===== src/rtl/fifo2axis_framer_if.sv =====
// AXI-Stream bus carrying fixed-length frames from the framer to its consumer.
//   tdata  : stream payload word
//   tvalid : beat valid (source)
//   tready : beat accepted (sink)
//   tlast  : final beat of a frame
// master modport is the framer side; slave modport is the consumer side.
interface fifo2axis_framer_if #(
    parameter int DATA_WIDTH = 32
) ();
    logic [DATA_WIDTH-1:0] tdata;
    logic                  tvalid;
    logic                  tready;
    logic                  tlast;

    modport master (output tdata, output tvalid, output tlast, input tready);
    modport slave  (input tdata, input tvalid, input tlast, output tready);
endinterface


===== src/rtl/fifo2axis_framer.sv =====
// fifo2axis_framer: drains a synchronous FIFO (1-cycle read latency) and emits
// fixed FRAME_LEN-beat AXI-Stream frames. A frame is only started when the whole
// frame is already buffered, so the consumer sees contiguous frames.
// Ports:
//   clk, rst_n     : clock, asynchronous active-low reset
//   enable         : allows a new frame to start (looked at in IDLE only)
//   fifo_dout      : FIFO read data, valid the cycle after fifo_rd_en
//   fifo_empty     : FIFO empty flag
//   fifo_count     : words held in the FIFO
//   fifo_rd_en     : FIFO read strobe (combinational from state)
//   m_axis         : AXI-Stream master (tdata/tvalid/tready/tlast)
//   frame_done     : one-cycle pulse after the last beat handshakes
//   frame_count    : completed frames, wraps
//   underflow      : sticky, FIFO ran dry in the middle of a frame
module fifo2axis_framer #(
    parameter int DATA_WIDTH = 32,
    parameter int FRAME_LEN  = 4,
    parameter int CNT_W      = 5
) (
    input  logic                  clk,
    input  logic                  rst_n,
    input  logic                  enable,
    input  logic [DATA_WIDTH-1:0] fifo_dout,
    input  logic                  fifo_empty,
    input  logic [CNT_W-1:0]      fifo_count,
    output logic                  fifo_rd_en,
    fifo2axis_framer_if.master    m_axis,
    output logic                  frame_done,
    output logic [15:0]           frame_count,
    output logic                  underflow
);
    // Beat counter is at least one bit wide so FRAME_LEN=1 still elaborates.
    localparam int              BW          = (FRAME_LEN > 1) ? $clog2(FRAME_LEN) : 1;
    localparam logic [BW-1:0]   LAST_BEAT   = BW'(FRAME_LEN - 1);
    localparam logic [CNT_W:0]  FRAME_WORDS = (CNT_W + 1)'(FRAME_LEN);

    typedef enum logic [1:0] {IDLE, FETCH, CAPTURE, SEND} state_t;

    state_t                state, state_nxt;
    logic [BW-1:0]         beat_cnt;
    logic [DATA_WIDTH-1:0] tdata_q;
    logic                  tvalid_q;
    logic                  tlast_q;
    logic                  handshake;

    assign handshake     = tvalid_q && m_axis.tready;
    assign m_axis.tdata  = tdata_q;
    assign m_axis.tvalid = tvalid_q;
    assign m_axis.tlast  = tlast_q;

    always_ff @(posedge clk or negedge rst_n) begin
        if (!rst_n) state <= IDLE;
        else        state <= state_nxt;
    end

    // Next state and read strobe. A mid-frame read is issued in the same cycle
    // as the handshake so the next word lands in CAPTURE one cycle later.
    always_comb begin
        state_nxt  = state;
        fifo_rd_en = 1'b0;
        case (state)
            IDLE: begin
                if (enable && ({1'b0, fifo_count} >= FRAME_WORDS)) state_nxt = FETCH;
            end
            FETCH: begin
                if (!fifo_empty) begin
                    fifo_rd_en = 1'b1;
                    state_nxt  = CAPTURE;
                end
            end
            CAPTURE: state_nxt = SEND;
            SEND: begin
                if (handshake) begin
                    if (tlast_q) begin
                        state_nxt = IDLE;
                    end else if (!fifo_empty) begin
                        fifo_rd_en = 1'b1;
                        state_nxt  = CAPTURE;
                    end else begin
                        state_nxt = FETCH;
                    end
                end
            end
            default: state_nxt = IDLE;
        endcase
    end

    // Datapath and status. tdata is left untouched when tvalid drops so it never
    // goes unknown between beats.
    always_ff @(posedge clk or negedge rst_n) begin
        if (!rst_n) begin
            beat_cnt    <= '0;
            tdata_q     <= '0;
            tvalid_q    <= 1'b0;
            tlast_q     <= 1'b0;
            frame_done  <= 1'b0;
            frame_count <= '0;
            underflow   <= 1'b0;
        end else begin
            frame_done <= 1'b0;
            case (state)
                FETCH: begin
                    // Starved after the frame already began.
                    if (fifo_empty && (beat_cnt != '0)) underflow <= 1'b1;
                end
                CAPTURE: begin
                    tdata_q  <= fifo_dout;
                    tvalid_q <= 1'b1;
                    tlast_q  <= (beat_cnt == LAST_BEAT);
                end
                SEND: begin
                    if (handshake) begin
                        tvalid_q <= 1'b0;
                        if (tlast_q) begin
                            tlast_q     <= 1'b0;
                            beat_cnt    <= '0;
                            frame_done  <= 1'b1;
                            frame_count <= frame_count + 16'd1;
                        end else begin
                            beat_cnt <= beat_cnt + 1'b1;
                            if (fifo_empty) underflow <= 1'b1;
                        end
                    end
                end
                default: ;
            endcase
        end
    end
endmodule


===== src/flat_wrapper.sv =====
// flat-port wrapper written by rule: the top's interface ports become plain ports
module fifo2axis_framer_flat 
#(
    parameter int DATA_WIDTH = 32,
    parameter int FRAME_LEN  = 4,
    parameter int CNT_W      = 5
)
  (clk, rst_n, enable, fifo_dout, fifo_empty, fifo_count, fifo_rd_en, frame_done, frame_count, underflow, m_axis_tdata, m_axis_tvalid, m_axis_tlast, m_axis_tready);
  fifo2axis_framer_if #(.DATA_WIDTH(DATA_WIDTH)) m_axis_i ();
  input  logic clk;
  input  logic rst_n;
  input  logic enable;
  input  logic [DATA_WIDTH-1:0] fifo_dout;
  input  logic fifo_empty;
  input  logic [CNT_W-1:0] fifo_count;
  output logic fifo_rd_en;
  output logic frame_done;
  output logic [15:0] frame_count;
  output logic underflow;
  output wire logic [$bits(m_axis_i.tdata)-1:0] m_axis_tdata;
  output wire logic [$bits(m_axis_i.tvalid)-1:0] m_axis_tvalid;
  output wire logic [$bits(m_axis_i.tlast)-1:0] m_axis_tlast;
  input wire logic [$bits(m_axis_i.tready)-1:0] m_axis_tready;
  assign m_axis_tdata = m_axis_i.tdata;
  assign m_axis_tvalid = m_axis_i.tvalid;
  assign m_axis_tlast = m_axis_i.tlast;
  assign m_axis_i.tready = m_axis_tready;
  fifo2axis_framer #(.DATA_WIDTH(DATA_WIDTH), .FRAME_LEN(FRAME_LEN), .CNT_W(CNT_W)) u_core (.clk(clk), .rst_n(rst_n), .enable(enable), .fifo_dout(fifo_dout), .fifo_empty(fifo_empty), .fifo_count(fifo_count), .fifo_rd_en(fifo_rd_en), .m_axis(m_axis_i), .frame_done(frame_done), .frame_count(frame_count), .underflow(underflow));
endmodule

===== config.mk =====
export PLATFORM = sky130hd
export DESIGN_NAME = fifo2axis_framer_flat
export DESIGN_NICKNAME = d
export VERILOG_FILES = /design/src/rtl/fifo2axis_framer_if.sv /design/src/rtl/fifo2axis_framer.sv /design/src/flat_wrapper.sv
export SDC_FILE = /design/constraint.sdc
export NUM_CORES = 1
export LEC_CHECK = 0
export ABC_AREA = 1
export CAP_MARGIN = 30
export CORE_ASPECT_RATIO = 1.75
export CORE_MARGIN = 5
export CORE_UTILIZATION = 45
export CTS_BUF_LIST = sky130_fd_sc_hd__clkbuf_8
export CTS_CLUSTER_DIAMETER = 150
export DETAILED_ROUTE_END_ITERATION = 16
export GPL_ROUTABILITY_DRIVEN = 0
export HOLD_SLACK_MARGIN = 0.02
export PLACE_DENSITY = 0.82
export SYNTH_ARGS = -nofsm -noshare
export SYNTH_HDL_FRONTEND = slang
export SYNTH_SLANG_ARGS = --single-unit

===== constraint.sdc =====
create_clock -name clk -period 3.9 [get_ports clk]
set_input_delay 0.78 -clock clk [delete_from_list [all_inputs] [get_ports clk]]
set_output_delay 0.78 -clock clk [all_outputs]
set_load 0.03 [all_outputs]

=== After elaboration in Yosys (flattened, before gate mapping) ===
Cells that the tools add are included.

* Input port bits: 42
* Register bits after elaboration: 56
* Output and inout bits: 53
* Logic and storage cells: 55

* Eq/ne operators: 10
* Reduce and logical (&&, ||, !) cells: 12
* Multiplexer cells: 22
* $lt $le $gt $ge: 1
* $add $sub $neg: 2

{| class="wikitable"
|+ Operators by type and width
! cell !! count
|-
| $add 16x1->16 const B || 1
|-
| $mux 2 || 6
|-
| $mux 1 || 11
|-
| $pmux 1 s2 || 4
|-
| $pmux 2 s4 || 1
|-
| $eq 2x2->1 const B || 3
|-
| $ne 2x1->1 const B || 3
|-
| $ne 2x2->1 const B || 3
|-
| $reduce_and 3->1 || 2
|-
| $reduce_bool 2->1 || 3
|-
| $ge 5x3->1 const B || 1
|-
| $reduce_and 5->1 || 1
|-
| $reduce_and 2->1 || 2
|-
| $logic_and 1x1->1 || 3
|-
| $add 2x1->2 const B || 1
|-
| $eq 2x1->1 const B || 1
|-
| $logic_not 2->1 || 1
|}

=== Depth between registers and ports, before layout ===
* Depth after elaboration: 4
* Mapped depth: 9
* Gate-level depth less buffers: 8

=== Worst setup path after synthesis ===
OpenSTA, ideal clock, no wires.

* Path kind: input -> output
* Start point: input m_axis_tready
* End point: output fifo_rd_en
* Slack: 1459 ps
* Arrival: 1661 ps
* Path buffers: 0
* Stages: 6
* Data required time: 3120 ps
* Path through: nand2_1 > inv_1 > nand2_1 > inv_1 > nand2_1 > a21oi_1

* Cells in the longest elaborated chain, start to end: 3

{| class="wikitable"
|+ RTL lines
! item !! line !! text
|-
| start, declared || flat_wrapper.sv:23 || <nowiki>input wire logic [$bits(m_axis_i.tready)-1:0] m_axis_tready;</nowiki>
|-
| $logic_and 1x1->1 || fifo2axis_framer.sv:46 || <nowiki>assign handshake = tvalid_q && m_axis.tready;</nowiki>
|-
| $mux 1 || fifo2axis_framer.sv:73 || <nowiki>if (handshake) begin</nowiki>
|-
| $pmux 1 s2 || fifo2axis_framer.sv:61 || <nowiki>case (state)</nowiki>
|-
| end, declared || flat_wrapper.sv:16 || <nowiki>output logic fifo_rd_en;</nowiki>
|}

Every way passes these cells.

=== Worst setup path in the final report ===
Ends and elaborated chain as after synthesis.

==> impl_metrics.py <==
metrics = {
    "run_status": {
        "status": "finished, final reports clean",
    },
    "clocking": {
        "htreeDepth": 2,
        "postCtsHoldBufs": 0,
        "path_clk_slew_ns": 0.10,
        "cts_tree": "done",
        "cts_resized": 0,
        "clk_latency_ns": 0.30,
        "cts_setup_buffers": 0,
        "cts_made_buffers": 5,
        "cts_root_buf": "clkbuf_8",
        "clock-sinks": 56,
        "clk_path_buf_depth": 2,
    },
    "worst_setup_path": {
        "crit_type": "primary input to output pin",
        "cp_max_fo": 3,
        "worstSetupEndpointType": "output pin",
        "r2r_cells": 3,
        "cp.required_ns": 3.12,
        "startpoint_type": "primary input",
        "crit_arrival_ns": 2.54,
        "r2r_end": "u_core.m_axis.tdata[22]$_DFFE_PN0P_",
        "reg2reg_slack_ns": 2.38,
        "regToRegStartpoint": "u_core.state[0]$_DFFE_PN0P_",
    },
    "drt": {
        "dr_total_vias": 1952,
        "wl_um": 5840,
        "drcViolationCount": 0,
        "viasPerCell": 4.83,
        "drt_iter0_drc": 82,
        "wire_per_inst_um": 14.4,
        "postRouteAntennaNets": 0,
        "dr.pass1.iters": 4,
    },
    "finish": {
        "finish.utilization_pct": 65.7,
        "antennaDiodeCount": 0,
        "drive_gt1_share_pct": 15.2,
        "layout.nets": 372,
        "fill_cells": 442,
        "area_growth_pct": 43.8,
        "multiInputGateArea_sq_um": 980,
        "register_area_sq_um": 1400,
    },
    "logic_synthesis": {
        "synth_top_area_share_pct": 55.8,
        "synthFlopType": "dfrtp_1",
        "yosys-top-cells-count": "dfrtp_1 (56), nand2_1 (53), mux2_2 (30)",
        "syn_inst": 230,
        "synth_area_leader_cell": "dfrtp_1",
        "synth.area.top_cells": "dfrtp_1 (56%), mux2_2 (13%), nand2_1 (7.9%)",
        "syn_area_per_cell_sq_um": 10.9,
        "netlist_area_sq_um": 2510,
        "ys_types": 22,
        "syn-num-nets": 275,
        "seq_area_frac_synth_pct": 55.8,
        "ys_warn_count": 0,
        "synth-seq-cells": 56,
        "synth_edf_count": 0,
        "async_flop_share_pct": 100,
        "synth.most_common_cell": "dfrtp_1",
    },
    "sta": {
        "rsz0062_at_grt": "no",
        "relSlewSlack_pct": 69.1,
        "hold_violations": 0,
        "skew_ns": 0.00697,
        "setup_violations": 0,
        "timing.hold.ws_ns": 0.414,
        "period_needed_ns": 3.32,
        "setup_tns_ns": 0,
        "min_period_over_period_pct": 85.2,
        "fmax_ghz": 0.301,
        "slew_violations": 0,
        "worstMarginPinSlew_ns": 0.463,
    },
    "die": {
        "fp.dieW_um": 66.5,
        "initial_core_util_pct": 45.7,
        "rows": 36,
        "dieArea_sq_um": 7230,
        "core_sq_um": 5500,
        "die_h_um": 109,
        "ioPinCount": 95,
    },
    "power": {
        "p_int_mw": 1.60,
        "ir_drop_mv": 0.381,
        "p_seq_share_pct": 35.1,
        "power.share.clock_pct": 14.2,
        "power.share.switching_pct": 39.4,
        "leakage_nw": 1.62,
        "p_sw_mw": 1.04,
        "comb_power_share_pct": 50.7,
        "p_per_area_nw_per_um2": 731,
    },
    "grt": {
        "grt_max_degree": 35,
        "overflow": 0,
        "antenna_found_initial": 0,
        "gr-usage-all-layers_pct": 17.0,
        "grt_pass1_vias": 2093,
        "grt_pass1_wl_um": 9430,
    },
    "flow_run": {
        "maxCapViolCount": 0,
    },
    "worst_hold_path": {
        "hold_class": "primary input to async pin",
    },
    "placed_design": {
        "port_buffers": 92,
        "hpwl_um": 4620,
    },
}
==> worst max-delay path: stages <==
cell and delay [ns]:
clkdlybuf4s50_1 0.46, nand2_1 0.08, inv_1 0.12, nand2_1 0.10, inv_1 0.10, nand2_1 0.08, a21oi_1 0.13, clkdlybuf4s50_1 0.68
==> per-layer routing <==
layer,GRT usage [%],up-vias,wire (um)
met5,0,-,0
met4,9.16,0,173
met3,2.99,14,286
met2,32.1,66,3360
met1,17.0,940,2010
li1,-,932,-
==> kinds of logic (layout without fill, tap and decap cells) <==
family | Yosys count | in the layout | share of synthesized area, %
mux | 32 | 32 | 14.6
fa+ha+maj | 3 | 3 | 1.49
buf+inv | 25 | 123 | 5.18
flops | 56 | 56 | 55.8
xor+xnor | 11 | 11 | 3.84
simple gates | 92 | 92 | 16.6
compound gates | 11 | 11 | 2.44
==> state kept, by name, indices dropped and copies added (netlist names) <==
name                  count
u_core.underflow          1
u_core.m_axis.tvalid      1
u_core.state              2
u_core.m_axis.tdata      32
u_core.frame_done         1
u_core.beat_cnt           2
u_core.m_axis.tlast       1
u_core.frame_count       16
==> power by group through the flow <==
stage,combinational [mW],clock [mW],sequential [mW]
final,1.34,0.375,0.927
after global routing,1.42,0.415,0.954
after CTS,1.36,0.389,0.926
after detailed placement,1.36,0,0.939
after global placement,1.33,0,0.923
after floorplan,0.477,0,1.30
==> area by class of cell <==
| type | count | share of cell area, % |
|---|---|---|
| sequential | 56 | 38.8 |
| multi-input combinational | 149 | 27.1 |
| timing repair buffer | 94 | 26.1 |
| tap | 76 | 2.63 |
| inverter | 21 | 2.25 |
| clock buffer | 5 | 1.91 |
| clock inverter | 3 | 1.18 |
==> placed cells by master (no fill, tap or decap), drive strengths merged <==
cell type       n
clkdlybuf4s50  91
dfrtp          56
nand2          56
mux2           32
inv            21
nor2           20
nand3          10
xor2            6
nand4           5
o21ai           5
xnor2           5
clkbuf          5
a21oi           3
ha              3
buf             3
o21bai          1
nor3            1
a21boi          1
a31oi           1
bufinv          1
clkinv          1
clkinvlp        1
==> through the flow <==
step	cells	power [mW]	instance area (sq um)	worst slack, ns
after CTS	404	2.67	3610	0.566
after detailed placement	396	2.30	3500	0.571
after global placement	395	2.25	3480	0.601
final	404	2.64	3610	0.577
after global routing	404	2.78	3610	0.473
after floorplan	230	1.77	2510	1.46
==> worst max path at each step <==
stage	from	end	slack (ns)	depth (start not counted)
after global placement	m_axis_tready	fifo_rd_en	0.60	8
final	m_axis_tready	fifo_rd_en	0.58	8
after detailed placement	m_axis_tready	fifo_rd_en	0.57	8
after CTS	m_axis_tready	fifo_rd_en	0.57	8
after floorplan	m_axis_tready	fifo_rd_en	1.46	6
after global routing	m_axis_tready	fifo_rd_en	0.47	8
(Power assumes the default switching activity.)
